`config.mk`:
```
export PLATFORM = sky130hd
export DESIGN_NAME = tile_rom_arbiter
export DESIGN_NICKNAME = d
export VERILOG_FILES = /design/src/rtl/tile_pkg.sv /design/src/rtl/rr_pick.sv /design/src/rtl/tile_rom_arbiter.sv
export SDC_FILE = /design/constraint.sdc
export NUM_CORES = 1
export LEC_CHECK = 0
export BUFFER_PORTS_ARGS = -buffer_cell sky130_fd_sc_hd__buf_2
export CORE_MARGIN = 5
export CORE_UTILIZATION = 52
export DETAILED_ROUTE_END_ITERATION = 12
export GPL_TIMING_DRIVEN = 0
export MAX_ROUTING_LAYER = met4
export PLACE_DENSITY_LB_ADDON = 0.12
export SYNTH_ARGS = -nofsm -noshare
export SYNTH_HDL_FRONTEND = slang
export SYNTH_SLANG_ARGS = --single-unit
```
`constraint.sdc`:
```
create_clock -name clk_i -period 6.5 [get_ports clk_i]
set_input_delay 0.325 -clock clk_i [delete_from_list [all_inputs] [get_ports clk_i]]
set_output_delay 0.325 -clock clk_i [all_outputs]
set_load 0.005 [all_outputs]
```
`src/rtl/tile_pkg.sv`:
```
// Shared widths, tile encoding and ROM address helper for the tile ROM arbiter.
package tile_pkg;

   localparam int unsigned TILE_W = 1;
   localparam int unsigned ROW_W  = 5;
   localparam int unsigned DATA_W = 32;
   localparam int unsigned ADDR_W = TILE_W + ROW_W;

   typedef enum logic [TILE_W-1:0] {
      TILE_WALL  = 1'b0,
      TILE_FLOOR = 1'b1
   } tile_e;

   // ROM rows are laid out tile-major: all rows of tile 0, then all rows of tile 1.
   function automatic logic [ADDR_W-1:0] rom_addr_of(input logic [TILE_W-1:0] tile,
                                                     input logic [ROW_W-1:0]  row);
      return {tile, row};
   endfunction

endpackage

```
`src/rtl/rr_pick.sv`:
```
// Combinational round-robin picker: first asserted request at or after ptr_i, wrapping.
module rr_pick #(
   parameter int unsigned NUM_REQ = 3,
   localparam int unsigned IDX_W  = $clog2(NUM_REQ)
) (
   input  logic [NUM_REQ-1:0] req_i,
   input  logic [IDX_W-1:0]   ptr_i,
   output logic [NUM_REQ-1:0] gnt_o,
   output logic [IDX_W-1:0]   idx_o,
   output logic               any_o
);

   // One extra bit so ptr + offset cannot overflow before the modulo fold.
   logic [IDX_W:0]   cand_w;
   logic [IDX_W-1:0] cand;

   // Scan NUM_REQ candidates starting at ptr_i; the first hit wins.
   always_comb begin
      gnt_o  = '0;
      idx_o  = '0;
      any_o  = 1'b0;
      cand_w = '0;
      cand   = '0;
      for (int unsigned k = 0; k < NUM_REQ; k++) begin
         cand_w = {1'b0, ptr_i} + (IDX_W+1)'(k);
         if (cand_w >= (IDX_W+1)'(NUM_REQ)) begin
            cand_w = cand_w - (IDX_W+1)'(NUM_REQ);
         end
         cand = cand_w[IDX_W-1:0];
         if (!any_o && req_i[cand]) begin
            any_o       = 1'b1;
            idx_o       = cand;
            gnt_o[cand] = 1'b1;
         end
      end
   end

endmodule

```
`src/rtl/tile_rom_arbiter.sv`:
```
// Round-robin arbiter sharing one combinational tile ROM between NUM_REQ requesters.
// Two-stage pipeline: grant + address register, then ROM sample + pixel extract.
module tile_rom_arbiter #(
   parameter int unsigned NUM_REQ = 3,
   parameter int unsigned TILE_W  = tile_pkg::TILE_W,
   parameter int unsigned ROW_W   = tile_pkg::ROW_W,
   parameter int unsigned DATA_W  = tile_pkg::DATA_W
) (
   input  logic                       clk_i,
   input  logic                       rst_i,
   input  logic [NUM_REQ-1:0]         req_i,
   input  logic [NUM_REQ*TILE_W-1:0]  tile_sel_i,
   input  logic [NUM_REQ*ROW_W-1:0]   row_i,
   input  logic [NUM_REQ*ROW_W-1:0]   col_i,
   output logic [NUM_REQ-1:0]         gnt_o,
   output logic [NUM_REQ-1:0]         rvalid_o,
   output logic [DATA_W-1:0]          rdata_o,
   output logic                       rpixel_o,
   output logic [TILE_W+ROW_W-1:0]    rom_addr_o,
   input  logic [DATA_W-1:0]          rom_data_i
);
   import tile_pkg::*;

   localparam int unsigned IDX_W = $clog2(NUM_REQ);
   localparam int unsigned AW    = TILE_W + ROW_W;

   logic [IDX_W-1:0]   rr_ptr_q, rr_ptr_d;
   logic [AW-1:0]      rom_addr_q, rom_addr_d;
   logic               s1_valid_q, s1_valid_d;
   logic [IDX_W-1:0]   s1_id_q, s1_id_d;
   logic [ROW_W-1:0]   s1_col_q, s1_col_d;
   logic [NUM_REQ-1:0] rvalid_q, rvalid_d;
   logic [DATA_W-1:0]  rdata_q, rdata_d;
   logic               rpixel_q, rpixel_d;

   logic [NUM_REQ-1:0] pick_gnt;
   logic [IDX_W-1:0]   pick_idx;
   logic               pick_any;
   logic [DATA_W-1:0]  rom_rev;

   rr_pick #(
      .NUM_REQ (NUM_REQ)
   ) u_rr_pick (
      .req_i (req_i),
      .ptr_i (rr_ptr_q),
      .gnt_o (pick_gnt),
      .idx_o (pick_idx),
      .any_o (pick_any)
   );

   // Grant is suppressed while reset is held so no requester sees a phantom handshake.
   assign gnt_o = rst_i ? '0 : pick_gnt;

   // Stage 1: advance pointer past the winner and capture its address and column.
   always_comb begin
      rr_ptr_d   = rr_ptr_q;
      rom_addr_d = rom_addr_q;
      s1_valid_d = 1'b0;
      s1_id_d    = s1_id_q;
      s1_col_d   = s1_col_q;
      if (pick_any) begin
         rr_ptr_d   = (pick_idx == IDX_W'(NUM_REQ - 1)) ? '0 : pick_idx + 1'b1;
         rom_addr_d = {tile_sel_i[pick_idx*TILE_W +: TILE_W], row_i[pick_idx*ROW_W +: ROW_W]};
         s1_valid_d = 1'b1;
         s1_id_d    = pick_idx;
         s1_col_d   = col_i[pick_idx*ROW_W +: ROW_W];
      end
   end

   // Column 0 is the MSB of the row, so index a bit-reversed copy.
   always_comb begin
      rom_rev = '0;
      for (int unsigned k = 0; k < DATA_W; k++) begin
         rom_rev[k] = rom_data_i[DATA_W-1-k];
      end
   end

   // Stage 2: sample ROM output; data and pixel hold when no response is issued.
   always_comb begin
      rvalid_d = '0;
      rdata_d  = rdata_q;
      rpixel_d = rpixel_q;
      if (s1_valid_q) begin
         rvalid_d = {{(NUM_REQ-1){1'b0}}, 1'b1} << s1_id_q;
         rdata_d  = rom_data_i;
         rpixel_d = rom_rev[s1_col_q];
      end
   end

   // Pipeline state; reset drops anything in flight.
   always_ff @(posedge clk_i) begin
      if (rst_i) begin
         rr_ptr_q   <= '0;
         rom_addr_q <= '0;
         s1_valid_q <= 1'b0;
         s1_id_q    <= '0;
         s1_col_q   <= '0;
         rvalid_q   <= '0;
         rdata_q    <= '0;
         rpixel_q   <= 1'b0;
      end else begin
         rr_ptr_q   <= rr_ptr_d;
         rom_addr_q <= rom_addr_d;
         s1_valid_q <= s1_valid_d;
         s1_id_q    <= s1_id_d;
         s1_col_q   <= s1_col_d;
         rvalid_q   <= rvalid_d;
         rdata_q    <= rdata_d;
         rpixel_q   <= rpixel_d;
      end
   end

   assign rom_addr_o = rom_addr_q;
   assign rvalid_o   = rvalid_q;
   assign rdata_o    = rdata_q;
   assign rpixel_o   = rpixel_q;

endmodule

```
### Word-level counts from Yosys, hierarchy flattened

Cells that the tools add are included.
Widths: inputs -> output; s select.

* magnitude comparators: 10
* multiplexer cells: 29
* multiply operators: 1
* equality and inequality tests: 1
* add/subtract/negate cells: 6
* shift operators: 4
* reductions and logical operators: 8
* bitwise operators: 3

Operators by type and width (count)
* $shiftx 15x6->5: 2
* $mux 2: 7
* $mux 3: 4
* $mux 1: 11
* $lt 2x3->1 const B: 3
* $bmux 1 s2: 3
* $demux 1 s2: 3
* $ge 2x1->1 const B: 3
* $ge 3x2->1 const B: 2
* $lt 5x6->1 const B: 1
* $or 3x3->3: 2
* $sub 2x2->2 const B: 3
* $bmux 1 s5: 1
* $logic_and 1x1->1: 5
* $mul 2x3->5 const B: 1
* $add 2x1->3 const B: 1
* $add 2x2->3 const B: 1
* $shiftx 3x3->1: 1
* $shl 1x2->3 const A: 1
* $add 2x1->2 const B: 1
* $eq 2x2->1 const B: 1
* $ge 2x2->1 const B: 1
* $logic_not 1->1: 2
* $reduce_or 2->1: 1
* $not 1->1: 1

* output and inout bits: 45
* logic and storage cells: 70
* input port bits: 70
* flip-flop bits (word level): 52

### Depth between registers and ports, before layout

Gate-level depths: netlist of run 1.

* word-level depth: 13
* gate-level depth with buffers: 10
* depth with buffers taken out: 7

### Modules after synthesis

A second synthesis of run 1 with hierarchy kept.

* cells, all modules: 291
* area total of the unflattened synthesis: 2630.0 um^2

By module, submodules not included
* tile_rom_arbiter: cells an instance 250, area each 2348.5 um^2, instances 1
* rr_pick: cells an instance 41, area each 281.5 um^2, instances 1

### Worst setup path after synthesis of run 1

No wires, ideal clock.

* path type: register to register
* from: reg rr_ptr_q[0]
* to: reg s1_col_q[1]
* cell stages (with the launch flop): 10
* path slack: 4415 ps
* data arrival time: 1960 ps
* setup time: 125 ps
* data required time: 6375 ps
* cell sequence: dfxtp_1 > inv_1 > ha_1 > buf_4 > nand2_1 > a21oi_1 > o31ai_2 > buf_4 > mux2i_1 > o221ai_2

* longest elaborated chain between the ends: 13
* elaborated cells on any way between the ends: 29
* those cells by class: 5 x add/sub; 1 x mul; 3 x order compare; 1 x shift; 15 x mux; 4 x reduce/logical

Ends and longest elaborated chain
* from (decl): line tile_rom_arbiter.sv:27 `logic [IDX_W-1:0] rr_ptr_q, rr_ptr_d;`
* from (signal assigned): line tile_rom_arbiter.sv:102 `rr_ptr_q <= rr_ptr_d;`
* branches (longest 13 deep; another with $mul 2x3->5)
* to (signal assigned): line tile_rom_arbiter.sv:106 `s1_col_q <= s1_col_d;`
* to (decl): line tile_rom_arbiter.sv:31 `logic [ROW_W-1:0] s1_col_q, s1_col_d;`

Several ways; the timed one is not identified. The select of a mux whose other input is x is not followed.
A chain may end at the register's enable or synchronous reset.

### Worst setup path in the final report of run 1

* from: reg rr_ptr_q[0]
* to: out gnt_o[0]

* longest elaborated chain between the ends: 12
* elaborated cells on any way between the ends: 44
* those cells by class: 5 x add/sub; 9 x order compare; 21 x mux; 2 x bitwise; 7 x reduce/logical

Ends and longest elaborated chain
* $add 2x1->3 (tied with other cells): line rr_pick.sv:25 `cand_w = {1'b0, ptr_i} + (IDX_W+1)'(k);`
* $ge 3x2->1 (tied with other cells): line rr_pick.sv:26 `if (cand_w >= (IDX_W+1)'(NUM_REQ)) begin`
* $mux 2 (tied with other cells): line rr_pick.sv:26
* $lt 2x3->1 (not written as such) (tied with other cells): line rr_pick.sv:33 `gnt_o[cand] = 1'b1;`
* $logic_and 1x1->1 (not written as such) (tied with other cells): line rr_pick.sv:33
* $mux 1 (not written as such) (tied with other cells): line rr_pick.sv:33
* $demux 1 s2 (tied with other cells)
* $or 3x3->3 (no line) / $mux 1 (equally long branches)
* $mux 3 / $logic_not 1->1 (equally long branches): line rr_pick.sv:30 `if (!any_o && req_i[cand]) begin`
* $or 3x3->3 (no line) / $logic_and 1x1->1 (equally long branches)
* $mux 3 *: line rr_pick.sv:30
* $mux 3 *: line tile_rom_arbiter.sv:52 `assign gnt_o = rst_i ? '0 : pick_gnt;`
* to (decl): line tile_rom_arbiter.sv:15 `output logic [NUM_REQ-1:0] gnt_o,`

Mark *: on every way between the ends. The rest lies on a longest branch, timed or not. The select of a mux whose other input is x is not followed.

==> results of run 1 <==
-- layer usage --
| metal | wire length [um] | vias up | global-route usage, % |
|---|---|---|---|
| met3 | 464 | 8 | 5.331 |
| met1 | 3219 | 1219 | 25.47 |
| li1 | - | 1316 | - |
| met2 | 3765 | 86 | 36.44 |
| met4 | 82 | 0 | 5.117 |
| met5 | 0 | - | - |
-- final timing paths --
check                 to  slack [ns]  cells after the start
max             gnt_o[0]        3.79                      9
min           rdata_o[0]        0.27                      3
min reg2reg  rvalid_o[2]        0.48                      1
max reg2reg  s1_col_q[3]        4.10                      9
-- worst register-to-register path, cell delays in order, from the launching register on --
cell      delay [ns]
dfxtp_1         0.39
inv_1           0.08
ha_1            0.36
buf_4           0.19
nand2_1         0.09
a21oi_1         0.11
o31ai_2         0.38
buf_4           0.29
mux2i_1         0.29
o221ai_2        0.12
-- layout make-up --
cell class,count,share of cell area [%]
Timing Repair Buffer,112,15.59
Buffer,24,3.827
Tap cell,70,2.436
Sequential cell,52,28.95
Clock inverter,3,1.183
Inverter,7,0.7307
Clock buffer,5,1.914
Multi-Input combinational cell,219,45.37
-- through the flow --
stage	total power [mW]	instance area, um^2	instances
2_1_floorplan	0.9968	2836	302
3_3_place_gp	1.178	3485	484
3_5_place_dp	1.194	3485	484
4_1_cts	1.420	3596	492
5_1_grt	1.513	3596	492
6_report	1.413	3596	492
-- sequential cells by signal (all words and copies together) (netlist names) --
register and flops:
rdata_o 32, rom_addr_o 6, rpixel_o 1, rr_ptr_q 2, rvalid_o 3, s1_col_q 5
s1_id_q 2, s1_valid_q 1
-- report_power, final --
part	total, mW	internal, mW	switching [mW]
clock network	0.223	0.114	0.109
logic	0.746	0.345	0.402
registers	0.444	0.396	0.0478
total	1.41	0.855	0.558
-- synth_stat cells, types with 3 or more instances --
| cell | instances |
|---|---|
| nand3b_1 | 14 |
| buf_2 | 5 |
| o221ai_2 | 10 |
| a311oi_1 | 3 |
| mux2i_1 | 59 |
| o21ai_0 | 4 |
| dfxtp_1 | 52 |
| a211oi_1 | 3 |
| a22oi_1 | 3 |
| a21oi_1 | 10 |
| nor2_1 | 41 |
| buf_4 | 3 |
| nand2b_1 | 4 |
| clkbuf_1 | 12 |
| ha_1 | 4 |
| buf_6 | 4 |
| nor3b_1 | 4 |
| nor2b_1 | 5 |
| nand3_1 | 5 |
| inv_1 | 5 |
| nand2_1 | 21 |
-- logic make-up (layout without fill, tap and decap cells) --
kind of cell               count (synthesis)  count (layout)
muxes                                     60              60
DFF                                       52              52
and+or+nand+nor                          107             107
AOI/OAI and AO/OA                         48              48
adders and majority gates                  4               4
buffers and inverters                     31             151
==> impl_metrics.json, run 1 <==
{
  "synth_top_cell_by_area": "dfxtp_1",
  "arrival_ns": 2.38,
  "place.gp.congestion": 0.9051,
  "ys_warn_count": 0,
  "path_max_fanout": 10,
  "worst_slew_pin_slew_ns": 0.7235,
  "yosysSeqAreaShare_pct": 36.70,
  "min_from": "rom_data_i[0]",
  "relSlewSlack_pct": 51.77,
  "die_w_um": 83.86,
  "diodes": 0,
  "fin_nets": 495,
  "tns_ns": 0,
  "path_class": "flip-flop to primary output",
  "dp_hpwl_um": 5822,
  "crit_start": "rr_ptr_q[0]",
  "port-buffer-count": 112,
  "cts-root-buf": "clkbuf_8",
  "skew_ns": 0.005397,
  "layout_commonest_cell": "buf_2",
  "die_area_mm2": 0.007032,
  "ioPinCount": 115,
  "fin_crit_ns": 2.710,
  "clock_latency_ns": 0.30,
  "synth_edf_count": 0,
  "final_cell_mix": "buf_2 (117), mux2i_1 (59), dfxtp_1 (52)",
  "synthAdderAreaFrac_pct": 1.764,
  "row_count": 26,
  "core_mm2": 0.005205,
  "cp.required_ns": 6.17,
  "grt_overflow": 0,
  "wl_per_cell_um": 15.31,
  "syn_nets": 376,
  "synth_area_mm2": 0.002836,
  "holdBufCountCts": 0,
  "holdWs_ns": 0.2675,
  "setup-violations-final": 0,
  "clk_path_buf_depth": 2,
  "groute.usage.overall_pct": 21.42,
  "critPathSlowestCell": "dfxtp_1",
  "hold_viol": 0,
  "rsz0062_at_grt": "false",
  "crit_chain": "inv_1 > ha_1 > buf_4 > nand2_1 > a21oi_1 > o21bai_1 > nand2_1 > a311oi_1 > buf_2",
  "route.detailed.drc": 0,
  "place_ws_ns": 4.104,
  "multiInputGateArea_mm2": 0.001632,
  "synth_top_family_by_area": "multiplexers",
  "setup_slack_ns": 3.790,
  "cts_tree": "built",
  "synthCells": 302,
  "cellPowerDensity_mw_per_mm2": 393.0,
  "cp_common_cell": "nand2_1",
  "fillCellCount": 461,
  "synthXorXnorAreaFrac_pct": 0,
  "layout-drive-gt1-share_pct": 36.49,
  "syn_area_per_cell_um2": 9.392,
  "synth-main-ff-cell": "dfxtp_1",
  "synth-seq-cells": 52,
  "status": "complete, no violations",
  "synthMuxAreaShare_pct": 21.22,
  "grt_pass1_wl_um": 12220,
  "crit_buf_inv": 3,
  "dr.pass1.iters": 4,
  "grt_pass1_vias": 2651,
  "final_util_pct": 69.09,
  "async_reset_ff_share_pct": 0,
  "crit_family": "compound AO/OA/AOI/OAI gates",
  "postCtsSetupRepairBufs": 0,
  "irDropWorstVdd_uv": 208.0,
  "numCtsBuffers": 5,
  "synth_compound_area_share_pct": 15.22,
  "viasPerCell": 5.343,
  "cts_resized": 0,
  "wirelength_um": 7531,
  "area_growth_pct": 26.78,
  "power_leakage_nw": 1.690,
  "synth_cell_types": 48,
  "grt_max_degree": 17,
  "path_clk_slew_ns": 0.10,
  "cp_slowest_stage_delay_ns": 0.39,
  "start_kind": "flip-flop",
  "ys_top_cells_by_area": "dfxtp_1 (37%), mux2i_1 (21%), nor2_1 (5.4%)",
  "synthSimpleGateAreaFrac_pct": 19.32,
  "final-seq-area_mm2": 0.001041,
  "worst_setup_path_end_kind": "primary output",
  "start_util_pct": 54.50,
  "drtAntennaViolNets": 0,
  "hp-class": "input port to flip-flop",
  "dr_total_vias": 2629,
  "finalMaxSlewViolations": 0,
  "dr.first_iter.drc_count": 81,
  "max_cap_violations": 0,
  "antenna_found_initial": 0,
  "synth_top_area_share_pct": 36.70,
  "fin_crit_sh_pct": 41.69,
  "r2r_start": "rr_ptr_q[0]",
  "clock.fmax_ghz": 0.3691,
  "htree_levels": 2,
  "numClockSinks": 52,
  "die_h_um": 83.86
}
No activity file was read; power rests on OpenSTA's default activity.
==> run 2: changes to the inputs <==
Settings changed: CORE_UTILIZATION 52 to 44.
Clock period 6.5 ns to 2.26 ns, I/O delays scaled along.
==> impl_metrics.json, run 2 (synthesis results as in run 1) <==
{
  "status": "complete, no violations",
  "setup-violations-final": 0,
  "max_cap_violations": 0,
  "internal-power_mw": 2.487,
  "port-buffer-count": 112,
  "path_max_fanout": 10,
  "wirelength_um": 7515,
  "dp_hpwl_um": 5729,
  "comb_power_share_pct": 56.7,
  "swShare_pct": 39.68,
  "fin_area_mm2": 0.003679,
  "holdBufCountCts": 0,
  "r2r_start": "rr_ptr_q[0]",
  "reg2regPathDepth": 9,
  "place.gp.congestion": 0.8186,
  "final_cell_mix": "buf_2 (116), mux2i_1 (58), dfxtp_1 (50)",
  "dr_total_vias": 2604,
  "cellPowerDensity_mw_per_mm2": 1121,
  "post_dp_cell_area_mm2": 0.003493,
  "skew_ns": 0.006359,
  "clock.fmax_ghz": 0.4580,
  "cp.required_ns": 2.44,
  "wl_per_cell_um": 14.97,
  "cts-root-buf": "clkbuf_8",
  "grt_overflow": 0,
  "clock_latency_ns": 0.30,
  "hold_depth": 3,
  "finalMaxSlewViolations": 0,
  "cts_tree": "built",
  "p_sw_mw": 1.636,
  "fin_crit_sh_pct": 96.60,
  "finalPower_mw": 4.124,
  "die_area_mm2": 0.008152,
  "reg2reg_to": "s1_col_q[2]",
  "diodes": 0,
  "hp-class": "input port to flip-flop",
  "fin_crit_ns": 2.183,
  "route.detailed.drc": 0,
  "grt_max_degree": 15,
  "worst_setup_path_end_kind": "flip-flop",
  "grt_pass1_wl_um": 12430,
  "grt_pass1_vias": 2652,
  "hold_viol": 0,
  "path_class": "flip-flop to flip-flop",
  "p_seq_share_pct": 31.3,
  "drtAntennaViolNets": 0,
  "die_h_um": 90.29,
  "area_growth_pct": 29.69,
  "pwr-share-clk_pct": 12.1,
  "worst_slew_pin_slew_ns": 0.7050,
  "layout_commonest_cell": "buf_2",
  "fin_nets": 499,
  "power_leakage_nw": 1.715,
  "core_mm2": 0.006314,
  "path_clk_slew_ns": 0.09,
  "min_from": "rom_data_i[1]",
  "dr.pass1.iters": 4,
  "viasPerCell": 5.187,
  "relSlewSlack_pct": 53.00,
  "groute.usage.overall_pct": 18.45,
  "min_to": "rdata_o[1]",
  "r2r_slack_ns": 0.08,
  "irDropWorstVdd_uv": 693.0,
  "ioPinCount": 115,
  "die_w_um": 90.29,
  "layout-drive-gt1-share_pct": 39.29,
  "antenna_found_initial": 0,
  "arrival_ns": 2.37,
  "numClockSinks": 52,
  "start_kind": "flip-flop",
  "dr.first_iter.drc_count": 66,
  "start_util_pct": 44.93,
  "numCtsBuffers": 5,
  "largest_reg_flops": 32,
  "row_count": 29,
  "clk_path_buf_depth": 2,
  "htree_levels": 2
}
-- run 2: how the worst max path moves through the flow --
stage / cells after the start / slack, ns / endpoint / from
floorplan: 9 / 0.17 / s1_col_q[1] / rr_ptr_q[0]
global placement: 9 / -0.10 / s1_col_q[2] / rr_ptr_q[0]
detailed placement: 9 / -0.13 / rom_addr_o[4] / rr_ptr_q[0]
CTS: 9 / 0.01 / gnt_o[0] / rr_ptr_q[0]
global route: 9 / -0.06 / s1_col_q[2] / rr_ptr_q[0]
finish: 9 / 0.08 / s1_col_q[2] / rr_ptr_q[0]
-- run 2: area by class of cell --
class	instances	area (um^2)
fillers	624	2635
clock buffers	6	72.57
clock inverters	1	5.005
flip-flops and latches	52	1046
multi-input cells	219	1689
inverters	7	26.28
plain buffers	24	152.6
repair buffers	116	590.6
well taps	77	96.34
-- run 2: power groups by stage --
stage | Clock (mW) | Combinational (mW) | Sequential (mW)
2_1_floorplan | 0 | 1.58 | 1.29
3_3_place_gp | 0 | 2.12 | 1.29
3_5_place_dp | 0 | 2.13 | 1.29
4_1_cts | 0.517 | 2.20 | 1.28
5_1_grt | 0.563 | 2.58 | 1.32
6_report | 0.498 | 2.34 | 1.29
-- run 2: per-layer routing --
| layer | up-vias | track usage (%) | part of all wire, % |
|---|---|---|---|
| met5 | - | - | 0 |
| met2 | 85 | 29.15 | 44 |
| li1 | 1330 | - | - |
| met1 | 1184 | 23.37 | 48 |
| met3 | 5 | 5.833 | 7.3 |
| met4 | 0 | 3.598 | 0.68 |
-- run 2: stage by stage --
| stage | setup TNS [ns] | std cells | hold slack, ns | worst slack (ns) | utilization, % |
|---|---|---|---|---|---|
| floorplan | 0 | 302 | 0.2603 | 0.1747 | - |
| global route | -0.4054 | 502 | 0.05584 | -0.05630 | 58.26 |
| global placement | -0.7557 | 491 | 0.3610 | -0.1000 | 55.33 |
| CTS | 0 | 499 | 0.05803 | 0.01061 | 57.04 |
| finish | 0 | 502 | 0.06244 | 0.07677 | 58.26 |
| detailed placement | -1.006 | 491 | 0.3760 | -0.1253 | 55.33 |
-- run 2: critical path, stage by stage, from the launching register on --
cell	delay, ns
dfxtp_2	0.35
buf_4	0.13
ha_2	0.20
buf_4	0.18
a22oi_1	0.22
o22ai_2	0.13
a211oi_4	0.37
or3_4	0.20
buf_6	0.17
o221ai_2	0.13
-- run 2: repair_timing --
action,in CTS,in global routing
setup buffers,1,3
cloned,0,0
pin swaps,2,7
hold endpoints to repair,0,0
resized for setup,5,16
endpoints found under the setup margin,13,14
==> run 3: changes to the inputs <==
Settings changed: ABC_AREA from default to 1, CORE_UTILIZATION 44 to 35, SKIP_LAST_GASP from default to 1.
==> impl_metrics.json, run 3 <==
{
  "worst_slew_pin_slew_ns": 0.5268,
  "route.detailed.drc": 0,
  "ioPinCount": 115,
  "fin_crit_ns": 2.099,
  "status": "complete, no violations",
  "min_to": "rdata_o[19]",
  "min_from": "rom_data_i[19]",
  "relSlewSlack_pct": 64.88,
  "synthAdderAreaFrac_pct": 1.741,
  "synth_top_family_by_area": "simple AND/OR/NAND/NOR gates",
  "synth.most_common_cell": "nor2_1",
  "fin_area_mm2": 0.003701,
  "post_dp_cell_area_mm2": 0.003577,
  "port-buffer-count": 114,
  "numCtsBuffers": 5,
  "max_cap_violations": 0,
  "finalMaxSlewViolations": 0,
  "die_w_um": 100.6,
  "synth_cell_types": 27,
  "largest_reg_flops": 32,
  "groute.usage.overall_pct": 16.79,
  "grt_max_degree": 15,
  "synth_area_mm2": 0.002875,
  "ys_warn_count": 0,
  "syn_nets": 491,
  "cp.required_ns": 2.15,
  "r2r_start": "rr_ptr_q[0]",
  "dp_hpwl_um": 6677,
  "ys_top_cells_by_area": "dfxtp_1 (36%), nor2_1 (8.9%), nand3_1 (8.4%)",
  "diodes": 0,
  "async_reset_ff_share_pct": 0,
  "path_max_fanout": 13,
  "r2r_slack_ns": 0.27,
  "numClockSinks": 52,
  "synth_compound_area_share_pct": 16.32,
  "synth_commonest_cells": "nor2_1 (68), nand2_1 (60), dfxtp_1 (52)",
  "final-seq-area_mm2": 0.001044,
  "hold_viol": 0,
  "synthCells": 417,
  "skew_ns": 0.004161,
  "cts_resized": 4,
  "layout_commonest_cell": "buf_2",
  "grt_pass1_wl_um": 13490,
  "synthXorXnorAreaFrac_pct": 0,
  "wirelength_um": 8509,
  "clk_path_buf_depth": 2,
  "irDropWorstVdd_uv": 1103,
  "synth_top_cell_by_area": "dfxtp_1",
  "grt_overflow": 0,
  "synth-main-ff-cell": "dfxtp_1",
  "reg2regPathDepth": 13,
  "synthSimpleGateAreaFrac_pct": 35.68,
  "crit_chain": "inv_1 > ha_4 > inv_2 > nand2_1 > nand3_1 > nand2_4 > nand3_1 > nand2_4 > a21oi_1 > buf_2",
  "synth-seq-cells": 52,
  "start_util_pct": 35.53,
  "yosysSeqAreaShare_pct": 36.21,
  "path_class": "flip-flop to primary output",
  "layout-drive-gt1-share_pct": 34.64,
  "synth_top_area_share_pct": 36.21,
  "clock_latency_ns": 0.30,
  "grt_pass1_vias": 2853,
  "path_clk_slew_ns": 0.09,
  "fillCellCount": 903,
  "cts_tree": "built",
  "dr.pass1.iters": 4,
  "viasPerCell": 4.726,
  "clock.fmax_ghz": 0.4763,
  "cp_slowest_stage_delay_ns": 0.37,
  "place.gp.congestion": 0.8584,
  "power_leakage_nw": 1.915,
  "fin_nets": 611,
  "core_mm2": 0.008093,
  "drtAntennaViolNets": 0,
  "cts-root-buf": "clkbuf_8",
  "die_h_um": 100.6,
  "syn_area_per_cell_um2": 6.895,
  "postCtsSetupRepairBufs": 0,
  "row_count": 33,
  "area_growth_pct": 28.72,
  "dr.first_iter.drc_count": 79,
  "cellPowerDensity_mw_per_mm2": 1379,
  "hold_depth": 3,
  "holdBufCountCts": 0,
  "multiInputGateArea_mm2": 0.001575,
  "setup-violations-final": 0,
  "arrival_ns": 1.99,
  "antenna_found_initial": 0,
  "finalPower_mw": 5.105,
  "synth_edf_count": 0,
  "start_kind": "flip-flop",
  "worst_setup_path_end_kind": "primary output",
  "htree_levels": 2,
  "synthMuxAreaShare_pct": 0,
  "dr_total_vias": 3034,
  "die_area_mm2": 0.01013,
  "final_cell_mix": "buf_2 (116), nor2_1 (67), nand2_1 (59)",
  "hp-class": "input port to flip-flop",
  "reg2reg_to": "rom_addr_o[3]",
  "fin_crit_sh_pct": 92.89,
  "critPathSlowestCell": "dfxtp_2",
  "wl_per_cell_um": 13.25
}
run 3: changes by cell type in the layout (fill, tap and decap cells not counted), moves of 26 or more:
cell,previous run,this run
inv_1,4,39
nand3_1,5,48
nand2_1,21,59
nor2_1,41,67
mux2i_1,58,0
o21ai_0,2,35
run 3: how the worst max path moves through the flow:
stage | from | to
6_report | rr_ptr_q[0] | gnt_o[1]
5_1_grt | rr_ptr_q[0] | gnt_o[1]
4_1_cts | rr_ptr_q[0] | gnt_o[1]
3_5_place_dp | rr_ptr_q[0] | rom_addr_o[3]
3_3_place_gp | rr_ptr_q[0] | rom_addr_o[1]
2_1_floorplan | rr_ptr_q[0] | rom_addr_o[0]
run 3: power breakdown:
group | switching [mW] | total (mW) | internal [mW]
registers | 0.162 | 1.38 | 1.22
logic | 1.96 | 3.16 | 1.20
clock network | 0.291 | 0.565 | 0.273
run 3: per-layer routing:
| metal | wire length (um) | GRT usage, % | vias up |
|---|---|---|---|
| met1 | 3917 | 22.40 | 1339 |
| met2 | 3766 | 26.48 | 107 |
| met3 | 770 | 3.737 | 6 |
| li1 | - | - | 1582 |
| met4 | 55 | 2.798 | 0 |
| met5 | 0 | - | - |
run 3: area by class of cell:
cell class	instances	share of cell area, %
clock buffer	7	2.603
tap	105	3.550
buffer	22	3.212
timing repair buffer	114	15.42
inverter	44	4.462
sequential	52	28.19
multi-input combinational	298	42.56
run 3: stage by stage:
step           hold slack, ns  instances  utilization (%)  setup TNS, ns  setup slack, ns
2_1_floorplan          0.1754        417                -              0           0.4428
3_3_place_gp           0.3531        636            44.20              0           0.1917
3_5_place_dp           0.3578        636            44.20              0           0.1566
4_1_cts               0.04248        643            45.58              0          0.02296
5_1_grt               0.05140        642            45.73       -0.01666         -0.01666
6_report              0.05287        642            45.73              0           0.1606
run 3: kinds of logic (layout without fill, tap and decap cells):
group / count (synthesis) / in the layout
AO/OA/AOI/OAI: 82 / 82
AND/OR/NAND/NOR: 212 / 212
flip-flops: 52 / 52
adder cells (fa/ha/maj): 4 / 4
buffers and inverters: 67 / 187
run 3: worst max-delay path, delay by kind of cell (launching register included):
| kind | cells | cell delay [ns] |
|---|---|---|
| compound gates | 1 | 0.17 |
| buf+inv | 3 | 0.35 |
| flops | 1 | 0.37 |
| fa+ha+maj | 1 | 0.28 |
| simple gates | 5 | 0.51 |
